File: src/rtl/regfile_writeback.sv
// Writeback merge of ALU and load results onto the single regfile write port.
// Latency: one cycle from selection to wb_wren/wb_waddr/wb_wdata; loads may wait in the FIFO while the ALU holds the port.
// Backpressure: ALU is never stalled; load_ready drops when the load FIFO is full (no pop-through).
module regfile_writeback #(
    parameter int LOAD_DEPTH = 4,
    parameter int ADDR_WIDTH = 10
) (
    input  logic                  clock,
    input  logic                  reset_n,
    input  logic                  alu_valid,
    input  logic [ADDR_WIDTH-1:0] alu_waddr,
    input  logic [31:0]           alu_wdata,
    input  logic                  load_valid,
    output logic                  load_ready,
    input  logic [ADDR_WIDTH-1:0] load_waddr,
    input  logic [31:0]           load_rdata,
    input  logic [2:0]            load_funct3,
    input  logic [1:0]            load_offset,
    input  logic [ADDR_WIDTH-1:0] query_addr1,
    input  logic [ADDR_WIDTH-1:0] query_addr2,
    output logic                  query_hit,
    output logic                  wb_wren,
    output logic [ADDR_WIDTH-1:0] wb_waddr,
    output logic [31:0]           wb_wdata
);
    localparam int PTR_W = (LOAD_DEPTH > 1) ? $clog2(LOAD_DEPTH) : 1;
    localparam int CNT_W = $clog2(LOAD_DEPTH + 1);

    logic [ADDR_WIDTH-1:0] fifo_addr [LOAD_DEPTH];
    logic [31:0]           fifo_data [LOAD_DEPTH];
    logic [PTR_W-1:0]      rd_ptr;
    logic [PTR_W-1:0]      wr_ptr;
    logic [CNT_W-1:0]      count;

    logic [7:0]  load_byte;
    logic [15:0] load_half;
    logic [31:0] load_value;
    logic        load_accept;
    logic        load_nonzero;
    logic        alu_sel;
    logic        fifo_nonempty;
    logic        pop;
    logic        push;
    logic        bypass;

    always_comb begin
        load_byte = 8'(load_rdata >> {load_offset, 3'b000});
        load_half = 16'(load_rdata >> {load_offset[1], 4'b0000});
        case (load_funct3)
            3'b000:  load_value = {{24{load_byte[7]}}, load_byte};
            3'b001:  load_value = {{16{load_half[15]}}, load_half};
            3'b100:  load_value = {24'd0, load_byte};
            3'b101:  load_value = {16'd0, load_half};
            default: load_value = load_rdata;
        endcase
    end

    assign load_ready    = (count != CNT_W'(LOAD_DEPTH));
    assign load_accept   = load_valid && load_ready;
    assign load_nonzero  = (load_waddr[4:0] != 5'd0);
    assign alu_sel       = alu_valid && (alu_waddr[4:0] != 5'd0);
    assign fifo_nonempty = (count != '0);
    assign pop           = !alu_sel && fifo_nonempty;
    // Bypass only when nothing is buffered, so acceptance order is preserved.
    assign bypass        = !alu_sel && !fifo_nonempty && load_accept && load_nonzero;
    assign push          = load_accept && load_nonzero && !bypass;

    always_comb begin
        logic [PTR_W-1:0] rel;
        query_hit = 1'b0;
        for (int i = 0; i < LOAD_DEPTH; i++) begin
            rel = PTR_W'(i) - rd_ptr;
            if (CNT_W'(rel) < count) begin
                if ((query_addr1[4:0] != 5'd0 && fifo_addr[i] == query_addr1) ||
                    (query_addr2[4:0] != 5'd0 && fifo_addr[i] == query_addr2))
                    query_hit = 1'b1;
            end
        end
    end

    always_ff @(posedge clock) begin
        if (push) begin
            fifo_addr[wr_ptr] <= load_waddr;
            fifo_data[wr_ptr] <= load_value;
        end
    end

    always_ff @(posedge clock or negedge reset_n) begin
        if (!reset_n) begin
            rd_ptr <= '0;
            wr_ptr <= '0;
            count  <= '0;
        end else begin
            if (push) wr_ptr <= wr_ptr + PTR_W'(1);
            if (pop)  rd_ptr <= rd_ptr + PTR_W'(1);
            case ({push, pop})
                2'b10:   count <= count + CNT_W'(1);
                2'b01:   count <= count - CNT_W'(1);
                default: count <= count;
            endcase
        end
    end

    always_ff @(posedge clock or negedge reset_n) begin
        if (!reset_n) begin
            wb_wren  <= 1'b0;
            wb_waddr <= '0;
            wb_wdata <= '0;
        end else begin
            wb_wren <= alu_sel || pop || bypass;
            if (alu_sel) begin
                wb_waddr <= alu_waddr;
                wb_wdata <= alu_wdata;
            end else if (pop) begin
                wb_waddr <= fifo_addr[rd_ptr];
                wb_wdata <= fifo_data[rd_ptr];
            end else if (bypass) begin
                wb_waddr <= load_waddr;
                wb_wdata <= load_value;
            end
        end
    end
endmodule

File: config.mk
export PLATFORM = sky130hd
export DESIGN_NAME = regfile_writeback
export DESIGN_NICKNAME = d
export VERILOG_FILES = /design/src/rtl/regfile_writeback.sv
export SDC_FILE = /design/constraint.sdc
export NUM_CORES = 1
export LEC_CHECK = 0
export ABC_AREA = 1
export CORE_MARGIN = 2
export CORE_UTILIZATION = 45
export CTS_CLUSTER_DIAMETER = 60
export CTS_CLUSTER_SIZE = 20
export DETAILED_ROUTE_END_ITERATION = 10
export DONT_BUFFER_PORTS = 1
export HOLD_SLACK_MARGIN = 0.02
export SYNTH_ARGS = -nofsm -noshare
export SYNTH_HDL_FRONTEND = slang
export SYNTH_SLANG_ARGS = --single-unit
File: constraint.sdc
create_clock -name clock -period 3.65 [get_ports clock]
set_input_delay 1.095 -clock clock [delete_from_list [all_inputs] [get_ports clock]]
set_output_delay 1.095 -clock clock [all_outputs]
set_load 0.005 [all_outputs]
; Yosys cells after proc, flatten, opt, wreduce, memory -nomap -nowiden
; Memory sizes are Yosys's and may differ from the RTL's.
; Cells that the tools add are included.
[word_totals]
regBits = 50
ramBits = 168
in_bits = 113
word_cells = 87
n_memories = 2
[mem_list]
columns = memory, words, word_bits, rd, rd_clocked_by_memory_dff, wr, line_no
row1 = fifo_data, 4, 32, 1, 0, 1, 30  ; logic [31:0] fifo_data [LOAD_DEPTH];
row2 = fifo_addr, 4, 10, 5, 0, 1, 29  ; logic [ADDR_WIDTH-1:0] fifo_addr [LOAD_DEPTH];
[op_classes]
add_sub_neg = 8
magnitude_cmp = 4
eq_ne = 14
n_shift = 2
muxes = 18
n_reduce_logical = 33
[op_table]
columns = op, n
row1 = one-hot mux 32 bit (4 select lines), 1
row2 = 2-to-1 mux 32 bit, 3
row3 = equality test 10 bit, 8
row4 = right shift 32 x 5 -> 16 bit, 1
row5 = right shift 32 x 5 -> 8 bit, 1
row6 = 2-to-1 mux 10 bit, 3
row7 = nonzero test 5 bit, 4
row8 = logical AND 1 bit, 16
row9 = < comparator 2 x 3 -> 1 bit, 4
row10 = 2-to-1 mux 1 bit, 10
row11 = equality test 3 bit (second input constant), 2
row12 = logical OR 1 bit, 6
row13 = one-hot mux 3 bit (2 select lines), 1
row14 = nonzero test 3 bit, 2
row15 = adder 2 x 1 -> 2 bit (second input constant), 2
row16 = subtractor 1 x 2 -> 2 bit (first input constant), 2
row17 = subtractor 2 bit (first input constant), 2
row18 = adder 3 x 1 -> 3 bit (second input constant), 1
row19 = equality test 3 x 1 -> 1 bit (second input constant), 1
row20 = logical NOT 1 bit, 3
row21 = logical NOT 3 bit, 1
row22 = inequality test 3 bit (second input constant), 1
row23 = subtractor 3 x 1 -> 3 bit (second input constant), 1
row24 = equality test 2 x 1 -> 1 bit (second input constant), 1
row25 = 2 further kinds, 2

; Depth between registers and ports, before layout
; Gate-level depths: netlist of the first run.
[logic_depth]
ltp_word = 11
depth_mapped = 13

; Worst setup path after synthesis of the first run
; OpenSTA, ideal clock, no wires.
[synth_path]
path_kind = input port to flip-flop
startpoint = in alu_waddr[4]
endpoint = mem fifo_addr[0][0], enable pin
setup_time_ns = 0.441
arrival_ns = 3.555
setup_slack_ns = -0.346
stages = 8
path_buffers = 0
cell_sequence = inv_1 > nand3_1 > nand2_2 > nand2_4 > inv_2 > nor2_1 > inv_1 > nor2_1
[synth_between]
elab_chain_len = 10
[synth_lines]
columns = element, line_no
row1 = start: declaration, 11  ; input logic [ADDR_WIDTH-1:0] alu_waddr,
row2 = nonzero test 5 bit, 61  ; assign alu_sel = alu_valid && (alu_waddr[4:0] != 5'd0);
row3 = logical AND 1 bit, 61
row4 = logical NOT 1 bit, 65  ; assign bypass = !alu_sel && !fifo_nonempty && load_accept && load_nonzero;
row5 = logical AND 1 bit (3 in a row), 65
row6 = logical NOT 1 bit, 66  ; assign push = load_accept && load_nonzero && !bypass;
row7 = logical AND 1 bit, 66
row8 = 2-to-1 mux 1 bit, 82  ; if (push) begin
row9 = 2-to-1 mux 1 bit (not written as such), 83  ; fifo_addr[wr_ptr] <= load_waddr;
row10 = end: declaration, 29
; No other way between the ends.

; Worst setup path after layout of the first run
[layout_path]
startpoint = reg rd_ptr[0]
endpoint = out query_hit
[layout_between]
elab_chain_len = 9
[layout_lines]
columns = element, line_no
row1 = start: declaration, 31  ; logic [PTR_W-1:0] rd_ptr;
row2 = start signal: assignment, 95  ; if (pop) rd_ptr <= rd_ptr + PTR_W'(1);
row3 = subtractor 1 x 2 -> 2 bit, 72  ; rel = PTR_W'(i) - rd_ptr;
row4 = < comparator 2 x 3 -> 1 bit, 73  ; if (CNT_W'(rel) < count) begin
row5 = 2-to-1 mux 1 bit, 73
row6 = 2-to-1 mux 1 bit, 74  ; if ((query_addr1[4:0] != 5'd0 && fifo_addr[i] == query_addr1) ||
row7 = 2-to-1 mux 1 bit, 73
row8 = 2-to-1 mux 1 bit, 74
row9 = 2-to-1 mux 1 bit, 73
row10 = 2-to-1 mux 1 bit, 74
row11 = 2-to-1 mux 1 bit (*), 73
row12 = end: declaration, 21  ; output logic query_hit,
; Mark *: on every way between the ends. The rest lies on a longest branch, timed or not.

==> flow_metrics.tcl, run 1 <==
set metrics [dict create \
    outcome "finished clean" \
    grt_start_max_net_pins 57 \
    ir_drop_mv 0.305 \
    clkTransAtPathRegs_ns 0.08 \
    p_leak_nw 4.82 \
    hold_viol 0 \
    intPower_mw 5.24 \
    crit_fanout 6 \
    synth-seq-cells 218 \
    yosysSeqAreaShare_pct 57.2 \
    p_sw_share_pct 36.7 \
    seqPwrFrac_pct 45.6 \
    reg2regPathDepth 11 \
    stdcell_area_um2 11800 \
    clock-sinks 218 \
    routabilityCongestion 0.908 \
    syn_to_final_growth_pct 7.55 \
    startpoint "rd_ptr[0]" \
    critPathLaunchType "flip-flop" \
    yosysWarnings 0 \
    fmax_ghz 0.301 \
    net-switching-power_mw 3.04 \
    io-pin-count 158 \
    grt_use_met3_pct 5.14 \
    synth_nets 1308 \
    powerDensity_nw_per_um2 698 \
    r2r-start "count[1]" \
    synth_cells 1185 \
    pwr-share-comb_pct 32.3 \
    grt_pass1_vias 8044 \
    hold_class "in2async" \
    drc 0 \
    die_w_um 160 \
    grtUsageMet2_pct 38.6 \
    final_cell_mix "nand2_1, edfxtp_1, nor2_1" \
    drt-vias-per-instance 5.43 \
    cts_tree "done" \
    cts_buffers 16 \
    syn-mean-instance-area_um2 9.29 \
    setup_violations 0 \
    start_util_pct 45.6 \
    drive_gt1_share_pct 6.50 \
    numPortBuffers 0 \
    grt_use_met1_pct 32.1 \
    r2r_slack_ns 1.08 \
    power_frac_clock_pct 22.1 \
    path_class "reg2out" \
    die_y_um 160 \
    r2r_end "count[2]" \
    grt_usage_pct 23.5 \
    cp_data_arrival_time_ns 2.22 \
    max_slew.worst_pin.slew_ns 0.668 \
    maxCapViolCount 0 \
    grt_overflow_total 0 \
    max_slew_margin_pct 55.3 \
    cts_resized 0 \
    ys_types 34 \
    post_cts_buffers 0 \
    design_power_total_mw 8.27 \
    cts_buffer_depth 3 \
    clk_latency_ns 0.50 \
    vias 8106 \
    drtIter0Drc 671 \
    cp.required_ns 2.55 \
    synth_edf_count 168 \
    num_rows 57 \
    place_hpwl_um 20400 \
    dpl.cell_count 1465 \
    final_common_cell "nand2_1" \
    slew_viol_final 0 \
    wire_per_inst_um 20.2 \
    antenna_left 0 \
    fin_cells 1493 \
    h-tree-depth 1 \
    coreArea_um2 24200 \
    finalCritPeriodShare_pct 90.9 \
    fin_util_pct 49.0 \
    wl_um 30100 \
    die_area_um2 25700 \
    grt_setup_unrepaired "false" \
    worst_setup_path_end_kind "output pin" \
    holdBufCountCts 0 \
    fin_hold_ws_ns 0.289 \
    grt_pass1_wl_um 46800 \
    n_antenna_cell 0 \
    placed_area_um2 11300 \
    netlist_area_um2 11000 \
    synthArstFlopShare_pct 22.9 \
    synthFlopType "edfxtp_1" \
    grt-busiest-layer "met2" \
    dr.pass1.iters 8 \
    antenna_found_initial 0 \
    finClkSkew_ns 0.0402 \
    fin_crit_ns 3.32 \
    cts-root-buf "clkbuf_16" \
    nNetsFinal 1282 \
]
## power groups by stage
stage / sequential [mW] / combinational (mW) / clock (mW)
after global placement: 3.82 / 2.66 / 0
after CTS: 3.78 / 2.69 / 1.88
final: 3.77 / 2.67 / 1.83
after global routing: 3.84 / 3.02 / 1.97
after detailed placement: 3.83 / 2.68 / 0
after floorplan: 3.72 / 1.90 / 0
## how the worst max path moves through the flow
| stage | to | slack [ns] |
|---|---|---|
| after floorplan | fifo_addr[0][0] | -0.35 |
| after global placement | count[2] | 0.64 |
| after detailed placement | count[2] | 0.60 |
| after CTS | query_hit | 0.30 |
| after global routing | query_hit | 0.10 |
| final | query_hit | 0.33 |
## layer usage
| layer | vias to the layer above | routed length [um] |
|---|---|---|
| li1 | 3896 | - |
| met1 | 3875 | 13000 |
| met2 | 294 | 13900 |
| met3 | 41 | 2610 |
| met4 | 0 | 627 |
| met5 | - | 0 |
## stage by stage
stage / TNS, ns / setup WS, ns
final: 0 / 0.332
after global routing: 0 / 0.101
after CTS: 0 / 0.301
after detailed placement: 0 / 0.600
after global placement: 0 / 0.640
after floorplan: -58.21 / -0.346
## cells in the mapped netlist, types with 2 or more instances
library cell  instances  area (um^2)
nand2_1             381         1430
edfxtp_1            168         5040
nor2_1              124          465
xnor2_1              67          587
a21oi_1              62          310
inv_1                59          221
dfrtp_1              50         1250
nand3_1              47          235
a22oi_1              43          323
buf_2                30          150
o21ai_0              29          145
clkbuf_1             28          105
nand4_1              24          150
or2_2                10         62.6
ha_1                  9          113
a21boi_0              8         60.1
o21bai_1              7         52.6
buf_4                 6         45.0
nand3_2               4         40.0
o22ai_1               4         25.0
buf_6                 3         33.8
o21a_1                3         22.5
xor2_1                3         26.3
inv_2                 2         7.51
nand2_2               2         12.5
nor2_2                2         12.5
nor3_1                2         10.0
o21ai_1               2         10.0
## cell type report
| cell class | count | area, um^2 |
|---|---|---|
| Fill cell | 2259 | 12300 |
| Sequential cell | 218 | 6300 |
| Multi-Input combinational cell | 838 | 4190 |
| Clock buffer | 22 | 454 |
| Tap cell | 324 | 405 |
| Inverter | 62 | 233 |
| Timing Repair Buffer | 23 | 198 |
| Clock inverter | 6 | 73.8 |
## logic make-up after synthesis
kind of cell	share of synthesized area [%]
XOR/XNOR	5.57
buffers and inverters	5.15
flip-flops	57.2
AND/OR/NAND/NOR	22.1
AO/OA/AOI/OAI	8.86
adder cells (fa/ha/maj)	1.20
## registers in the layout, indices dropped and copies added (netlist names)
signal	flops
fifo_data	128
wb_waddr	10
count	3
wb_wren	1
wb_wdata	32
wr_ptr	2
rd_ptr	2
fifo_addr	40
## worst max-delay path, cell delays in order, from the launching register on
cell and delay [ns]:
dfrtp_1 0.46, nor2_2 0.15, inv_1 0.09, nand2_1 0.12, inv_1 0.06, ha_1 0.27
a21oi_1 0.06, or2_2 0.29, nand2_1 0.08, nand2_1 0.05, inv_1 0.04, nand2_1 0.06
Note: power is estimated with default switching activity, not from simulation.
==> run 2: changes to the inputs <==
--- a/config.mk
+++ b/config.mk
@@ -6,12 +6,14 @@
 export NUM_CORES = 1
 export LEC_CHECK = 0
 export ABC_AREA = 1
-export CORE_MARGIN = 2
+export CORE_ASPECT_RATIO = 0.9
+export CORE_MARGIN = 3
 export CORE_UTILIZATION = 45
 export CTS_CLUSTER_DIAMETER = 60
 export CTS_CLUSTER_SIZE = 20
 export DETAILED_ROUTE_END_ITERATION = 10
 export DONT_BUFFER_PORTS = 1
+export GPL_TIMING_DRIVEN = 0
 export HOLD_SLACK_MARGIN = 0.02
 export SYNTH_ARGS = -nofsm -noshare
 export SYNTH_HDL_FRONTEND = slang
==> run 2 against run 1 <==
Against the previous run:
- total power is 3.5% higher
- worst setup slack worse by 0.18 ns
- clock skew is 0.023 ns lower
- combinational power is 6% higher
- clock-buffer cell count is 1 higher
- fmax is 5.1% lower
- worst hold slack worse by 0.0064 ns
- sequential power hardly changed
- register-to-register slack worse by 0.25 ns
==> flow_metrics.tcl, run 2 (same netlist as run 1, synthesis figures left out) <==
set metrics [dict create \
    outcome "finished clean" \
    finClkSkew_ns 0.0176 \
    drc 0 \
    setup_violations 0 \
    cts_tree "done" \
    p_leak_nw 4.97 \
    clk_latency_ns 0.50 \
    finalCritPeriodShare_pct 95.8 \
    hold_class "in2async" \
    die_y_um 154 \
    num_rows 53 \
    worst_setup_path_end_kind "output pin" \
    dr.pass1.iters 5 \
    die_area_um2 26400 \
    clkTransAtPathRegs_ns 0.07 \
    cts_resized 0 \
    crit_fanout 6 \
    cp.required_ns 2.55 \
    reg.largest.list "fifo_data x128, fifo_addr x40, wb_wdata x32" \
    slew_viol_final 0 \
    io-pin-count 158 \
    wl_um 33100 \
    final_common_cell "nand2_1" \
    antenna_found_initial 6 \
    place_hpwl_um 23800 \
    clock-sinks 218 \
    fmax_ghz 0.286 \
    max_slew.worst_pin.slew_ns 0.873 \
    start_util_pct 46.4 \
    vias 8357 \
    cp_data_arrival_time_ns 2.40 \
    hold_viol 0 \
    cts_buffers 19 \
    grt_pass1_vias 8242 \
    syn_to_final_growth_pct 9.89 \
    antenna_left 0 \
    cts_buffer_depth 3 \
    multi_input_area_um2 4180 \
    coreArea_um2 23700 \
    grt_start_max_net_pins 51 \
    routabilityCongestion 0.911 \
    largest_register_ffs 128 \
    maxCapViolCount 0 \
    drive_gt1_share_pct 8.26 \
    die_w_um 171 \
    ir_drop_mv 0.437 \
    cts-root-buf "clkbuf_16" \
    post_cts_buffers 0 \
    powerDensity_nw_per_um2 707 \
    grt_pass1_wl_um 49300 \
    path_class "reg2out" \
    design_power_total_mw 8.56 \
    fin_util_pct 51.0 \
    numPortBuffers 0 \
    top_register "fifo_data" \
    fin_crit_ns 3.50 \
    drt-vias-per-instance 5.47 \
    grt_overflow_total 0 \
    fillers 2227 \
    critPathLaunchType "flip-flop" \
    nNetsFinal 1333 \
    holdBufCountCts 0 \
    final-seq-area_um2 6300 \
    wire_per_inst_um 21.7 \
    final_cell_mix "nand2_1, edfxtp_1, nor2_1" \
    grt_usage_pct 24.8 \
    drtIter0Drc 799 \
    grt_setup_unrepaired "false" \
    max_slew_margin_pct 41.8 \
    h-tree-depth 1 \
]
==> run 2: metrics by stage <==
step / hold slack (ns) / setup WS [ns] / cell area (um^2) / TNS (ns) / instances
2_1_floorplan: 0.450 / -0.346 / 11000 / -58.21 / 1185
3_3_place_gp: 0.474 / -2.41 / 11400 / -386.48 / 1487
4_1_cts: 0.257 / 0.0324 / 12100 / 0 / 1525
6_report: 0.282 / 0.154 / 12100 / 0 / 1528
3_5_place_dp: 0.499 / 0.126 / 11500 / 0 / 1491
5_1_grt: 0.257 / 0.0162 / 12100 / 0 / 1525
==> run 2: critical path, cell delays in order (launching register included) <==
cell	delay (ns)
dfrtp_1	0.44
nor2_2	0.24
inv_1	0.14
nand2_1	0.15
inv_1	0.06
ha_1	0.27
a21oi_1	0.06
or2_2	0.28
nand2_1	0.07
nand2_1	0.05
inv_1	0.04
nand2_1	0.09
==> run 2: path summary, 6_finish.rpt <==
check,end,from,slack [ns],depth (start not counted)
max,query_hit,rd_ptr[0],0.15,11
min,wb_wdata[2],reset_n,0.28,0
max reg2reg,fifo_data[1][28],count[0],0.83,7
min reg2reg,wb_wdata[18],wb_wdata[18],0.51,2
max in group asynchronous,wb_wdata[14],reset_n,3.23,0
min in group clock,wb_wdata[18],wb_wdata[18],0.51,2
==> run 2: area by class of cell <==
class	instances	share of cell area, %
Sequential cell	218	52.0
Multi-Input combinational cell	838	34.6
Clock buffer	23	4.13
Tap cell	302	3.12
Buffer	67	2.76
Inverter	62	1.92
Clock inverter	11	0.755
Timing Repair Buffer	4	0.662
Antenna cell	3	0.0620
==> run 2: per-layer routing <==
layer  routed length (um)  global-route usage, %  share of wire [%]
met1                14300                   34.7                 43
met2                14800                   38.3                 45
met3                 3040                   6.82                9.2
met4                  876                   6.63                2.6
met5                   52                      0               0.16
==> run 2: power by group <==
part | switching (mW) | internal [mW] | leakage [nW]
Combinational | 1.91 | 0.929 | 2.55
Sequential | 0.372 | 3.38 | 2.14
Clock | 0.955 | 1.01 | 0.286
Total | 3.24 | 5.32 | 4.97
==> run 3: changes to the inputs <==
--- a/config.mk
+++ b/config.mk
@@ -6,6 +6,7 @@
 export NUM_CORES = 1
 export LEC_CHECK = 0
 export ABC_AREA = 1
+export CAP_MARGIN = 30
 export CORE_ASPECT_RATIO = 0.9
 export CORE_MARGIN = 3
 export CORE_UTILIZATION = 45
==> run 3 against run 2 <==
Against the previous run:
- global-route usage barely moved
- register-to-register slack is essentially flat
- via count decreased by 0.74%
- die area did not move
- total power is essentially flat
- critical path depth stayed put
- flip-flop and latch count unchanged
- clock-buffer cell count did not move
- combinational power is essentially flat
- utilization about the same
- critical endpoint unchanged
- sequential share of layout area is essentially flat
==> flow_metrics.tcl, run 3 (same netlist as run 1, synthesis figures left out) <==
set metrics [dict create \
    outcome "finished clean" \
    powerDensity_nw_per_um2 707 \
    placed_area_um2 11500 \
    fin_cells 1531 \
    nNetsFinal 1333 \
    largest_register_ffs 128 \
    maxCapViolCount 0 \
    final_common_cell "nand2_1" \
    worstPathCellList "nor2_2 > inv_1 > nand2_1 > inv_1 > ha_1 > a21oi_1 > or2_2 > nand2_1 > nand2_1 > inv_1 > nand2_1" \
    wl_um 33200 \
    clk_latency_ns 0.51 \
    num_rows 53 \
    post-place-ws_ns 0.116 \
    cts-root-buf "clkbuf_16" \
    h-tree-depth 1 \
    worst_setup_path_end_kind "output pin" \
    grt_overflow_total 0 \
    finalCritPeriodShare_pct 96.4 \
    io-pin-count 158 \
    die_area_um2 26400 \
    post_cts_buffers 0 \
    max_slew.worst_pin.slew_ns 0.914 \
    cts_tree "done" \
    drive_gt1_share_pct 8.26 \
    cp.required_ns 2.55 \
    vias 8295 \
    wire_per_inst_um 21.7 \
    slew_viol_final 0 \
    drt-vias-per-instance 5.42 \
    crit_fanout 6 \
    start_util_pct 46.4 \
    setup_violations 0 \
    crit_top_cell "nand2_1" \
    cp_slowest_stage_delay_ns 0.44 \
    drc 0 \
    grt_pass1_vias 8120 \
    routabilityCongestion 0.911 \
    fin_util_pct 51.0 \
    clkTransAtPathRegs_ns 0.07 \
    critPathLaunchType "flip-flop" \
    stdcell_area_um2 12100 \
    p_leak_nw 4.97 \
    die_y_um 154 \
    cts_buffer_depth 3 \
    top_register "fifo_data" \
    antenna_found_initial 7 \
    syn_to_final_growth_pct 9.96 \
    cp_data_arrival_time_ns 2.42 \
    crit_slowest_cell "dfrtp_1" \
    clock-sinks 218 \
    grt_usage_pct 24.7 \
    setup_slack_ns 0.130 \
    r2r-start "count[1]" \
    dpl.cell_count 1491 \
    coreArea_um2 23700 \
    grt_pass1_wl_um 49200 \
    hold_viol 0 \
    hold_class "in2async" \
    reg.largest.list "fifo_data x128, fifo_addr x40, wb_wdata x32" \
    max_slew_margin_pct 39.1 \
    startpoint "rd_ptr[0]" \
    grt_start_max_net_pins 51 \
    grt_setup_unrepaired "false" \
    finClkSkew_ns 0.0124 \
    fmax_ghz 0.284 \
    place_hpwl_um 23700 \
    antenna_left 0 \
    drtIter0Drc 734 \
    die_w_um 171 \
    path_class "reg2out" \
    fin_crit_ns 3.52 \
    tns_ns 0 \
    final_cell_mix "nand2_1, edfxtp_1, nor2_1" \
    numPortBuffers 0 \
    cts_buffers 19 \
    ir_drop_mv 0.434 \
    dr.pass1.iters 5 \
]
-- run 3: changes by cell type in the layout (fill, tap and decap cells not counted), sizes merged --
cell   delta
diode     +3
-- run 3: final timing paths --
kind	to	slack [ns]	cells past startpoint
worst max register to register	fifo_data[2][3]	0.83	7
max in group asynchronous	wb_wdata[14]	3.24	0
worst max-delay path	query_hit	0.13	11
worst min register to register	wb_waddr[7]	0.51	2
worst min-delay path	wb_wdata[2]	0.28	0
min in group clock	wb_waddr[7]	0.51	2
-- run 3: metal layers --
| metal | track usage, % | wire, um | vias up | part of all wire [%] |
|---|---|---|---|---|
| met3 | 5.70 | 2740 | 52 | 8.3 |
| met4 | 5.67 | 616 | 6 | 1.9 |
| met2 | 38.9 | 15000 | 277 | 45 |
| li1 | - | - | 4019 | - |
| met5 | 0 | 39 | - | 0.12 |
| met1 | 35.2 | 14700 | 3941 | 44 |
-- run 3: final cells by class --
cell class / instances / area, um^2
Antenna cell: 6 / 15.0
Buffer: 67 / 334
Clock buffer: 23 / 500
Clock inverter: 11 / 91.3
Fill cell: 2221 / 11600
Inverter: 62 / 233
Multi-Input combinational cell: 838 / 4180
Sequential cell: 218 / 6300
Tap cell: 302 / 378
Timing Repair Buffer: 4 / 80.1
-- run 3: report_power, final --
part | internal, mW | switching [mW] | total [mW] | leakage (nW)
Combinational | 0.930 | 1.92 | 2.85 | 2.55
Clock | 1.01 | 0.955 | 1.97 | 0.286
Sequential | 3.38 | 0.373 | 3.75 | 2.14
-- run 3: critical path, delay by kind of cell (launching register included) --
kind	cells	cell delay, ns
AO/OA/AOI/OAI	1	0.07
adder cells (fa/ha/maj)	1	0.28
buffers and inverters	3	0.24
flip-flops	1	0.44
AND/OR/NAND/NOR	6	0.89
-- run 3: timing repair --
item,in CTS,in global routing
hold endpoints to repair,0,0
endpoints found under the setup margin,0,1
hold buffers,0,0
gates resized for setup,0,1
-- run 3: per-stage QoR --
| step | power, mW | hold WS, ns |
|---|---|---|
| after floorplan | 5.62 | 0.450 |
| after detailed placement | 6.64 | 0.500 |
| after global routing | 9.09 | 0.257 |
| after global placement | 6.55 | 0.474 |
| final | 8.57 | 0.282 |
| after CTS | 8.61 | 0.257 |
